===== config.mk =====
export PLATFORM = sky130hd
export DESIGN_NAME = polar_sc_scheduler
export DESIGN_NICKNAME = d
export VERILOG_FILES = /design/src/rtl/polar_sc_scheduler.sv
export SDC_FILE = /design/constraint.sdc
export NUM_CORES = 1
export LEC_CHECK = 0
export CAP_MARGIN = 40
export CORE_MARGIN = 3
export CORE_UTILIZATION = 40
export DETAILED_ROUTE_END_ITERATION = 8
export HOLD_SLACK_MARGIN = 0.08
export PLACE_DENSITY = 0.78
export SLEW_MARGIN = 15
export SYNTH_ARGS = -nofsm -noshare
export SYNTH_HDL_FRONTEND = slang
export SYNTH_SLANG_ARGS = --single-unit

===== constraint.sdc =====
create_clock -name clk -period 5.95 [get_ports clk]
set_input_delay 0.8925 -clock clk [delete_from_list [all_inputs] [get_ports clk]]
set_output_delay 0.8925 -clock clk [all_outputs]
set_load 0.005 [all_outputs]

===== src/rtl/polar_sc_scheduler.sv =====
// polar_sc_scheduler
//
// Successive-cancellation operation scheduler for a polar decoder. For each codeword
// it walks bit indices 0..N-1 (N = 2^LOG2N). For every bit it issues the f/g LLR
// node operations down to the leaf, requests a leaf decision, and then issues the
// partial-sum combines that the decided bit closes off.
//
// Ports:
//   clk, reset             clock; asynchronous active-high reset
//   start                  begin a codeword (sampled only while idle)
//   busy                   codeword in progress (through the done cycle)
//   op_valid/op_ready      LLR operation handshake
//   op_stage, op_is_g      LLR operation stage (LOG2N-1 = root) and kind (0 f, 1 g)
//   bit_idx                current bit index
//   leaf_req/leaf_ack      leaf decision handshake for bit bit_idx
//   ps_valid/ps_ready      partial-sum combine handshake
//   ps_stage               partial-sum combine stage
//   done                   one-cycle pulse after the last bit
//   stall_cnt              backpressure cycle count (0 unless enabled)
//
// Build option: define SC_SCHED_STALL_CNT_EN to build the saturating stall counter.
// Without it stall_cnt is tied to 0.

module polar_sc_scheduler #(
   parameter int unsigned LOG2N   = 10,
   parameter int unsigned STAGE_W = 4
) (
   input  logic               clk,
   input  logic               reset,
   input  logic               start,
   output logic               busy,
   output logic               op_valid,
   input  logic               op_ready,
   output logic [STAGE_W-1:0] op_stage,
   output logic               op_is_g,
   output logic [LOG2N-1:0]   bit_idx,
   output logic               leaf_req,
   input  logic               leaf_ack,
   output logic               ps_valid,
   input  logic               ps_ready,
   output logic [STAGE_W-1:0] ps_stage,
   output logic               done,
   output logic [31:0]        stall_cnt
);

   typedef enum logic [2:0] {
      StIdle,
      StLlrIssue,
      StLeaf,
      StPsIssue,
      StNext,
      StDone
   } state_e;

   localparam logic [STAGE_W-1:0] RootStage = STAGE_W'(LOG2N - 1);
   localparam logic [STAGE_W-1:0] StageOne  = STAGE_W'(1);
   localparam logic [LOG2N-1:0]   IdxOne    = LOG2N'(1);

   state_e             state_q;
   logic [STAGE_W-1:0] stage_q;

   // Count of trailing zeros; only ever applied to a nonzero index.
   function automatic logic [STAGE_W-1:0] ctz(input logic [LOG2N-1:0] v);
      logic [STAGE_W-1:0] r;
      logic               found;
      r     = '0;
      found = 1'b0;
      for (int k = 0; k < int'(LOG2N); k++) begin
         if (!found && v[k]) begin
            r     = STAGE_W'(k);
            found = 1'b1;
         end
      end
      return r;
   endfunction

   logic [LOG2N-1:0]   next_idx;
   logic [STAGE_W-1:0] next_stage;
   logic               last_bit;
   logic [STAGE_W:0]   ps_shift;
   logic [LOG2N-1:0]   ps_above;
   logic               ps_last;

   assign next_idx   = bit_idx + IdxOne;
   assign next_stage = ctz(next_idx);
   assign last_bit   = &bit_idx;

   // The combine at stage k is the last one when bit k+1 of the index is 0, i.e. the
   // run of trailing ones ends there. An index in PS_ISSUE is never all ones, so a
   // zero above the current stage always exists.
   assign ps_shift = {1'b0, stage_q} + {{STAGE_W{1'b0}}, 1'b1};
   assign ps_above = bit_idx >> ps_shift;
   assign ps_last  = ~ps_above[0];

   always_ff @(posedge clk or posedge reset) begin
      if (reset) begin
         state_q  <= StIdle;
         stage_q  <= '0;
         bit_idx  <= '0;
         busy     <= 1'b0;
         op_valid <= 1'b0;
         op_stage <= '0;
         op_is_g  <= 1'b0;
         leaf_req <= 1'b0;
         ps_valid <= 1'b0;
         ps_stage <= '0;
         done     <= 1'b0;
      end else begin
         done <= 1'b0;
         unique case (state_q)
            StIdle: begin
               if (start) begin
                  bit_idx  <= '0;
                  stage_q  <= RootStage;
                  op_stage <= RootStage;
                  op_is_g  <= 1'b0;
                  op_valid <= 1'b1;
                  busy     <= 1'b1;
                  state_q  <= StLlrIssue;
               end
            end
            StLlrIssue: begin
               if (op_ready) begin
                  if (stage_q == '0) begin
                     op_valid <= 1'b0;
                     op_is_g  <= 1'b0;
                     leaf_req <= 1'b1;
                     state_q  <= StLeaf;
                  end else begin
                     // Below the first operation every node is an f.
                     stage_q  <= stage_q - StageOne;
                     op_stage <= stage_q - StageOne;
                     op_is_g  <= 1'b0;
                  end
               end
            end
            StLeaf: begin
               if (leaf_ack) begin
                  leaf_req <= 1'b0;
                  if (last_bit) begin
                     done    <= 1'b1;
                     state_q <= StDone;
                  end else if (bit_idx[0]) begin
                     stage_q  <= '0;
                     ps_stage <= '0;
                     ps_valid <= 1'b1;
                     state_q  <= StPsIssue;
                  end else begin
                     state_q <= StNext;
                  end
               end
            end
            StPsIssue: begin
               if (ps_ready) begin
                  if (ps_last) begin
                     ps_valid <= 1'b0;
                     ps_stage <= '0;
                     state_q  <= StNext;
                  end else begin
                     stage_q  <= stage_q + StageOne;
                     ps_stage <= stage_q + StageOne;
                  end
               end
            end
            StNext: begin
               // The new index is nonzero, so its first operation is a g.
               bit_idx  <= next_idx;
               stage_q  <= next_stage;
               op_stage <= next_stage;
               op_is_g  <= 1'b1;
               op_valid <= 1'b1;
               state_q  <= StLlrIssue;
            end
            StDone: begin
               busy    <= 1'b0;
               state_q <= StIdle;
            end
            default: state_q <= StIdle;
         endcase
      end
   end

`ifdef SC_SCHED_STALL_CNT_EN
   logic [31:0] stall_q;
   logic        stall_now;

   assign stall_now = (op_valid && !op_ready) || (ps_valid && !ps_ready) ||
                      (leaf_req && !leaf_ack);

   always_ff @(posedge clk or posedge reset) begin
      if (reset) begin
         stall_q <= '0;
      end else if (state_q == StIdle && start) begin
         stall_q <= '0;
      end else if (stall_now && stall_q != 32'hFFFF_FFFF) begin
         stall_q <= stall_q + 32'd1;
      end
   end

   assign stall_cnt = stall_q;
`else
   assign stall_cnt = 32'd0;
`endif

endmodule


==> metrics.cfg, run 1 <==
[outcome]
status=finished clean

[yosys]
syn_area_sq_mm=0.00250
async_flop_share_pct=100
synth_top_family_by_area=compound AO/OA/AOI/OAI gates
synth_xor_xnor_area_share_pct=2.80
ys_types=55
syn_avg_cell_area_sq_um=8.06
synthMuxAreaShare_pct=2.70
ys_seq_area_share_pct=31.0
synthSimpleGateAreaFrac_pct=21.0
netlist_instances=310
synth_edf_count=0
ys_warn_count=0
synth_ff_type=dfrtp_1
synth-compound-area-share_pct=24.6
ys_seq_elements=31
synthAdderAreaFrac_pct=2.50

[setup_path]
cp-start-kind=flop
cp.required_ns=6.18
cp_max_fo=15
crit_path_end_kind=flop
cp.arrival_ns=2.96
crit_type=reg -> reg

[floorplanning]
rows=28
dieHeight_um=85.1
design.core.area_sq_mm=0.00599
die_x_um=85.1
initial_core_util_pct=41.7
num_io_pins=62
dieArea_sq_mm=0.00723

[power]
p_per_area_mw_per_mm2=367
vdd_drop_max_uv=183
p_leak_uw=0.00117

[routing]
met1_length_um=2560
wl_met3_um=561
drc=0
drt-initial-drc-count=233
post_drt_wl_per_cell_um=15.4
wl_met2_um=2920
top_layer_used=met4
wl_um=6170
first_pass_iters=4
num_vias=2251
vias_per_cell=5.60
ant_nets=0

[clock_tree]
cts_resized=0
clk_pin_slew_ns=0.08
numCtsBuffers=5
clkLatencyLatePin_ns=0.30
tritoncts=done
hold_buffers=0
cts_buffer_depth=2
postCtsSetupBuffers=0
cts_root_buffer=clkbuf_8
cts.sinks=31
cts.htree.levels=2

[sta]
fin_hold_ws_ns=0.484
drv_slew=0
tns_ns=0
max_slew_margin_pct=50.6
skew_ns=0.0100
worst_slew_pin_slew_ns=0.738
setup_viol=0
fin_crit_ns=2.73
hold_viol=0
rsz0062_at_grt=no
min_period_over_period_pct=46.0
fmax_mhz=366

[placement]
dp_hpwl_um=4440
portBuffers=29
place_area_sq_mm=0.00268
place.gp.congestion=0.914

[run]
drv_cap=0

[global_routing]
grt-ovfl-total=0
grt_max_degree=32
antenna_found_initial=0
grt_use_total_pct=17.2
grt_pass1_vias=2017
grt_first_pass_wirelength_um=9980

[layout]
nNetsFinal=337
syn2layout_area_growth_pct=12.1
antenna_cells=0
layout-drive-gt1-share_pct=4.59
stdcell_area_sq_mm=0.00280

[worst_hold_path]
hold_path.class=reg -> reg

stage by stage:
stage | std cells | util [%] | setup slack [ns] | power [uW]
detailed placement | 394 | 44.8 | 3.03 | 808
global route | 402 | 46.8 | 3.07 | 1110
global placement | 394 | 44.8 | 3.09 | 801
CTS | 402 | 46.8 | 3.29 | 1040
finish | 402 | 46.8 | 3.22 | 1030
floorplan | 341 | - | 3.73 | 673
cells by family after synthesis:
kind of cell,after synthesis
DFF,31
buffers and inverters,66
xor gates and xnor gates,8
adders and majority gates,5
AOI/OAI and AO/OA,88
muxes,5
other,1
and+or+nand+nor,106
cell usage after synthesis, types with 5 or more instances:
library cell / n / area [sq um]
ha_1: 5 / 62.6
o21ai_0: 25 / 125
nand3_1: 12 / 60.1
and3_1: 5 / 31.3
nand2b_1: 5 / 31.3
clkbuf_1: 15 / 56.3
nor2_1: 26 / 97.6
dfrtp_1: 31 / 776
xnor2_1: 5 / 43.8
buf_4: 32 / 240
a21oi_1: 15 / 75.1
o31ai_1: 5 / 37.5
a31oi_1: 5 / 31.3
inv_1: 13 / 48.8
nor3_1: 9 / 45.0
nand2_1: 26 / 97.6
layout make-up:
| class | instances | area, sq um |
|---|---|---|
| flip-flops and latches | 31 | 776 |
| inverters | 13 | 48.8 |
| clock inverters | 2 | 35.0 |
| repair buffers | 31 | 305 |
| fillers | 582 | 3190 |
| well taps | 75 | 93.8 |
| clock buffers | 6 | 82.6 |
| multi-input cells | 244 | 1460 |
critical path, cell delays in order (launching register included):
cell and delay, ns:
dfrtp_1 0.68, ha_1 0.40, and2_1 0.22, a21oi_1 0.09
o32ai_1 0.58, nand3_1 0.20, nor3_1 0.29, o32a_1 0.21
cells in the final DEF (no fill, tap or decap), types with 4 or more instances in the layout:
master / n
nor2_1: 26
dfrtp_1: 31
clkbuf_8: 6
nor2b_1: 4
nand3_1: 12
a22o_1: 4
o21ai_0: 25
ha_1: 5
a31oi_1: 5
a21o_1: 4
nor3_1: 9
inv_1: 13
xnor2_1: 5
conb_1: 32
nand4_1: 4
o31ai_1: 5
and3_1: 5
o211ai_1: 4
nand2b_1: 5
nand2_1: 26
a21oi_1: 15
clkdlybuf4s50_1: 29
report_power, final:
| group | internal (uW) | switching (uW) | total, uW | leakage (uW) |
|---|---|---|---|---|
| Sequential | 262 | 97.4 | 359 | 0.000398 |
| Combinational | 214 | 232 | 446 | 0.000710 |
| Clock | 136 | 88.8 | 224 | 0.0000612 |
worst paths after layout:
| check | startpoint | end | slack (ns) | cells after the start |
|---|---|---|---|---|
| worst min register to register | ps_stage[3]$_DFFE_PP0P_ | ps_stage[3]$_DFFE_PP0P_ | 0.48 | 2 |
| worst max register to register | bit_idx[0]$_DFFE_PP0P_ | op_stage[3]$_DFFE_PP0P_ | 3.22 | 7 |
| max in group asynchronous | reset | bit_idx[7]$_DFFE_PP0P_ | 4.67 | 3 |
| worst min-delay path | ps_stage[3]$_DFFE_PP0P_ | ps_stage[3]$_DFFE_PP0P_ | 0.48 | 2 |
| min in group asynchronous | reset | stage_q[1]$_DFFE_PP0P_ | 0.98 | 3 |
| worst max-delay path | bit_idx[0]$_DFFE_PP0P_ | op_stage[3]$_DFFE_PP0P_ | 3.22 | 7 |
flip-flops by register name (all words and copies together) (netlist names):
name / count
op_stage: 4
state_q: 3
stage_q: 4
busy: 1
bit_idx: 10
ps_stage: 4
done: 1
op_valid: 1
leaf_req: 1
ps_valid: 1
op_is_g: 1
layer usage:
layer / track usage [%] / vias up
met5: 0 / -
met3: 3.30 / 12
met2: 26.1 / 110
li1: - / 1085
met1: 23.5 / 1044
met4: 8.20 / 0
Power figures use the tool's default switching activity.
==> inputs of run 2 (changes only) <==
Clock period 5.95 ns to 2.6 ns, I/O delays scaled along.
==> metrics.cfg, run 2 (same netlist as run 1, synthesis figures left out) <==
[outcome]
status=finished clean

[floorplanning]
design.core.area_sq_mm=0.00599  ; unchanged
die_x_um=85.1  ; unchanged
dieHeight_um=85.1  ; unchanged
dieArea_sq_mm=0.00723  ; unchanged
rows=28  ; unchanged
num_io_pins=62  ; unchanged
initial_core_util_pct=41.7  ; unchanged

[placement]
portBuffers=29  ; unchanged
dp_slack_ns=-0.0352  ; -3.07 ns
dp_hpwl_um=4880  ; +10%
place.gp.congestion=0.944  ; +3.3%
place_area_sq_mm=0.00280  ; +4.5%
dp.cells=410  ; +4.1%

[global_routing]
grt_util_met2_pct=29.1  ; +3.0 points
grt-ovfl-total=0  ; unchanged
grt_pass1_vias=2075  ; +2.9%
met3_usage_pct=3.88  ; +0.58 points
antenna_found_initial=0  ; unchanged
grt_use_met1_pct=24.0  ; +0.51 points
grt_max_degree=32  ; unchanged
grt_use_total_pct=18.3  ; +1.1 points
grt_first_pass_wirelength_um=10500  ; +4.8%
gr-max-usage-layer=met2

[layout]
top_register=bit_idx
fillers=567  ; -2.6%
stdcell_area_sq_mm=0.00293  ; +4.7%
layout-drive-gt1-share_pct=9.62  ; +5.0 points
multi_input_area_sq_mm=0.00147  ; +0.86%
seq_area_sq_um=776  ; unchanged
antenna_cells=0  ; unchanged
layout_commonest_cell=conb_1
syn2layout_area_growth_pct=17.4
nNetsFinal=353  ; +4.7%
largest_reg_flops=10  ; unchanged
finalNonFillerCells=418  ; +4.0%
layout_common_cells=conb_1, dfrtp_1, clkdlybuf4s50_1

[sta]
fin_ws_ns=0.176  ; -3.04 ns
min_period_over_period_pct=93.2  ; +47 points
worst_slew_pin_slew_ns=0.570  ; -0.169 ns
fin_crit_ns=2.42  ; -0.310 ns
fmax_mhz=413  ; +13%
max_slew_margin_pct=62.0  ; +11 points
setup_viol=0  ; unchanged
rsz0062_at_grt=no
drv_slew=0  ; unchanged
hold_viol=0  ; unchanged
fin_hold_ws_ns=0.476  ; -0.00869 ns
skew_ns=0.00789  ; -0.00213 ns

[clock_tree]
clk_pin_slew_ns=0.07  ; about the same
cts.sinks=31  ; unchanged
numCtsBuffers=5  ; unchanged
hold_buffers=0  ; unchanged
tritoncts=done
cts_root_buffer=clkbuf_8
clkLatencyLatePin_ns=0.30  ; about the same
cts_buffer_depth=2  ; unchanged
postCtsSetupBuffers=0  ; unchanged
cts.htree.levels=2  ; unchanged

[setup_path]
r2r_end=stage_q[3]$_DFFE_PP0P_
crit_type=reg -> reg
crit_path_end_kind=flop
crit_start=bit_idx[1]$_DFFE_PP0P_
cp.required_ns=2.78  ; -3.40 ns
r2r_start=bit_idx[1]$_DFFE_PP0P_
timing.reg2reg.setup_slack_ns=0.18  ; -3.04 ns
cp.arrival_ns=2.61  ; -0.35 ns
ff2ff_path_depth=6  ; -1
crit_path_end=stage_q[3]$_DFFE_PP0P_
cp-start-kind=flop
cp_max_fo=10  ; -5

[power]
p_per_area_mw_per_mm2=834  ; +130%
total_power_uw=2450  ; +140%
vdd_drop_max_uv=398  ; +120%
p_leak_uw=0.00126  ; +7.6%

[routing]
ant_nets=0  ; unchanged
num_vias=2323  ; +3.2%
drc=0  ; unchanged
drt-initial-drc-count=198  ; -15%
post_drt_wl_per_cell_um=15.7  ; +2.1%
first_pass_iters=5  ; +1
wl_um=6550  ; +6.2%
vias_per_cell=5.56  ; -0.75%

[worst_hold_path]
hold_path.class=reg -> reg

[run]
drv_cap=0  ; unchanged

run 2: cell types whose count changed in the layout (fill, tap and decap cells not counted), sizes merged:
| cell | delta |
|---|---|
| buf | +16 |
run 2: critical path, cell delays in order, from the launching register on:
cell	delay [ns]
dfrtp_1	0.50
ha_1	0.34
and4_1	0.41
nand4_1	0.27
nand2_1	0.18
a311o_1	0.27
mux2_2	0.35
run 2: power by group:
part,total (uW),switching (uW),internal (uW)
registers,778,178,600
logic,1160,615,541
clock network,514,204,310
total,2450,996,1450
run 2: timing repair:
item / CTS / global route
endpoints found under the setup margin: 2 / 2
resized for setup: 1 / 1
cloned: 0 / 0
run 2: worst min-delay path by stage:
stage | startpoint | to | cells past startpoint
after floorplan | ps_stage[3]$_DFFE_PP0P_ | ps_stage[3]$_DFFE_PP0P_ | 2
after global routing | op_stage[1]$_DFFE_PP0P_ | op_stage[1]$_DFFE_PP0P_ | 1
after detailed placement | ps_stage[3]$_DFFE_PP0P_ | ps_stage[3]$_DFFE_PP0P_ | 2
after CTS | ps_stage[3]$_DFFE_PP0P_ | ps_stage[3]$_DFFE_PP0P_ | 2
after global placement | ps_stage[3]$_DFFE_PP0P_ | ps_stage[3]$_DFFE_PP0P_ | 2
final | ps_stage[3]$_DFFE_PP0P_ | ps_stage[3]$_DFFE_PP0P_ | 2
run 2: cell type report:
cell class | count | area share, %
timing repair buffer | 47 | 14.5
multi-input combinational | 244 | 50.2
sequential | 31 | 26.4
inverter | 13 | 1.66
clock buffer | 6 | 2.81
tap | 75 | 3.20
clock inverter | 2 | 1.19
run 2: metrics by stage:
| step | utilization [%] | setup TNS (ns) |
|---|---|---|
| 3_5_place_dp | 46.8 | -0.0352 |
| 3_3_place_gp | 46.8 | 0 |
| 4_1_cts | 48.9 | 0 |
| 2_1_floorplan | - | 0 |
| 6_report | 49.0 | 0 |
| 5_1_grt | 49.0 | 0 |
run 2: per-layer routing:
| metal | part of all wire [%] | vias up |
|---|---|---|
| met5 | 0 | - |
| met4 | 3.0 | 0 |
| met3 | 6.1 | 17 |
| met2 | 48 | 100 |
| met1 | 43 | 1094 |
| li1 | - | 1112 |
==> inputs of run 3 (changes only) <==
Settings changed: CORE_UTILIZATION 40 to 30, PLACE_DENSITY 0.78 to 0.64.
==> metrics.cfg, run 3 (same netlist as run 1, synthesis figures left out) <==
[floorplanning]
design.core.area_sq_mm=0.00789  ; +32%
initial_core_util_pct=31.7  ; -10 points
dieArea_sq_mm=0.00946  ; +31%
die_x_um=97.3  ; +14%
dieHeight_um=97.3  ; +14%
rows=32  ; +14%
num_io_pins=62  ; unchanged

[layout]
fin_util_pct=37.7  ; -11 points
nNetsFinal=356  ; +0.85%
top_register=bit_idx
largest_reg_flops=10  ; unchanged
antenna_cells=0  ; unchanged
layout-drive-gt1-share_pct=10.4  ; +0.78 points
layout_commonest_cell=conb_1
syn2layout_area_growth_pct=19.0
layout_common_cells=conb_1, dfrtp_1, clkdlybuf4s50_1

[setup_path]
r2r_start=bit_idx[1]$_DFFE_PP0P_
cp-start-kind=flop
slowest_delay_ns=0.51  ; about the same
crit_start=bit_idx[1]$_DFFE_PP0P_
cp.required_ns=2.78  ; about the same
ff2ff_path_depth=6  ; unchanged
r2r_end=stage_q[1]$_DFFE_PP0P_
timing.reg2reg.setup_slack_ns=0.22  ; +0.05 ns
crit_type=reg -> reg
cp_max_fo=10  ; unchanged
crit_path_end_kind=flop
crit_path_end=stage_q[1]$_DFFE_PP0P_
crit_chain=inv_1, o2111a_1, o41ai_4, nand2_2, a311o_1, a221o_1
cp.arrival_ns=2.56  ; -0.05 ns
cpMaxStageDelayCell=dfrtp_1

[placement]
place.gp.congestion=0.904  ; -4.2%
dp_hpwl_um=5170  ; +5.9%
portBuffers=29  ; unchanged

[sta]
hold_viol=0  ; unchanged
fin_crit_ns=2.38  ; -0.0477 ns
setup_viol=0  ; unchanged
tns_ns=0  ; unchanged
fmax_mhz=421  ; +2.0%
fin_hold_ws_ns=0.473  ; -0.00244 ns
rsz0062_at_grt=no
skew_ns=0.0105  ; +0.00264 ns
drv_slew=0  ; unchanged
min_period_over_period_pct=91.4  ; -1.8 points

[clock_tree]
cts_buffer_depth=2  ; unchanged
cts.sinks=31  ; unchanged
cts.htree.levels=2  ; unchanged
clkLatencyLatePin_ns=0.30  ; about the same
tritoncts=done
clk_pin_slew_ns=0.08  ; about the same
cts_root_buffer=clkbuf_8
numCtsBuffers=5  ; unchanged

[global_routing]
grt_max_degree=32  ; unchanged
grt-ovfl-total=0  ; unchanged
antenna_found_initial=0  ; unchanged
grt_first_pass_wirelength_um=11200  ; +6.9%
grt_use_total_pct=14.6  ; -3.6 points
grt_pass1_vias=2169  ; +4.5%

[power]
total_power_uw=2400  ; -1.7%
p_sw_uw=1010  ; +0.90%
p_per_area_mw_per_mm2=809  ; -3.0%
vdd_drop_max_uv=261  ; -34%
combinationalPowerShare_pct=49.7  ; +2.5 points
seq_power_share_pct=31.7  ; about the same
p_leak_uw=0.00126  ; about the same
swShare_pct=41.8  ; +1.1 points
pwr-share-clk_pct=18.6  ; -2.4 points
intPower_uw=1400  ; -3.5%

[routing]
post_drt_wl_per_cell_um=15.3  ; -2.6%
wl_um=6840  ; +4.4%
drc=0  ; unchanged
ant_nets=0  ; unchanged
num_vias=2284  ; -1.7%
first_pass_iters=4  ; -1
vias_per_cell=5.10  ; -8.3%
drt-initial-drc-count=156  ; -21%

[worst_hold_path]
hold_path.class=in -> async

[outcome]
status=finished clean

[run]
drv_cap=0  ; unchanged

run 3: changes by cell type in the layout (fill, tap and decap cells not counted), sizes merged:
| cell | change |
|---|---|
| clkinv | -1 |
| buf | +3 |
| bufinv | -1 |
| clkinvlp | +1 |
| clkbuf | +1 |
run 3: cell type report:
cell class / instances / area (sq um)
Tap cell: 102 / 128
Inverter: 13 / 48.8
Sequential cell: 31 / 776
Timing Repair Buffer: 50 / 448
Fill cell: 831 / 4910
Clock inverter: 1 / 7.51
Multi-Input combinational cell: 244 / 1470
Clock buffer: 7 / 96.3
run 3: per-layer routing:
metal,share of wire [%],vias to the layer above,global-route usage (%)
li1,-,1125,-
met1,45,1069,20.0
met2,47,81,22.7
met3,6.2,9,3.95
met4,1.6,0,4.37
met5,0,-,0
run 3: worst min-delay path by stage:
stage | cells past startpoint | slack (ns) | end | start
3_3_place_gp | 2 | 0.46 | ps_stage[3]$_DFFE_PP0P_ | ps_stage[3]$_DFFE_PP0P_
2_1_floorplan | 2 | 0.47 | ps_stage[3]$_DFFE_PP0P_ | ps_stage[3]$_DFFE_PP0P_
3_5_place_dp | 2 | 0.48 | ps_stage[3]$_DFFE_PP0P_ | ps_stage[3]$_DFFE_PP0P_
5_1_grt | 2 | 0.51 | ps_stage[3]$_DFFE_PP0P_ | ps_stage[3]$_DFFE_PP0P_
6_report | 3 | 0.47 | stage_q[2]$_DFFE_PP0P_ | reset
4_1_cts | 3 | 0.49 | stage_q[2]$_DFFE_PP0P_ | reset
run 3: per-stage QoR:
| step | cell area [sq um] | std cells | setup slack [ns] |
|---|---|---|---|
| after floorplan | 2620 | 341 | 0.379 |
| after global placement | 2860 | 440 | 0.155 |
| after detailed placement | 2860 | 440 | 0.0796 |
| after CTS | 2960 | 448 | 0.0736 |
| after global routing | 2970 | 448 | 0.0152 |
| final | 2970 | 448 | 0.223 |
run 3: power by group through the flow:
stage                     clock, uW  combinational (uW)  sequential (uW)
after detailed placement          0                1180              770
final                           448                1190              762
after CTS                       457                1190              761
after global routing            484                1320              788
after global placement            0                1190              768
after floorplan                   0                 849              691
run 3: worst max-delay path, delay by kind of cell, from the launching register on:
kind | cells | cell delay [ns]
compound gates | 4 | 1.49
buf+inv | 1 | 0.16
flops | 1 | 0.51
simple gates | 1 | 0.10
run 3: repair_timing:
item,in CTS,in global routing
buffers inserted,0,0
resized for setup,0,2
endpoints found under the hold margin,0,0
hold buffers,0,0
setup endpoints to repair,0,3
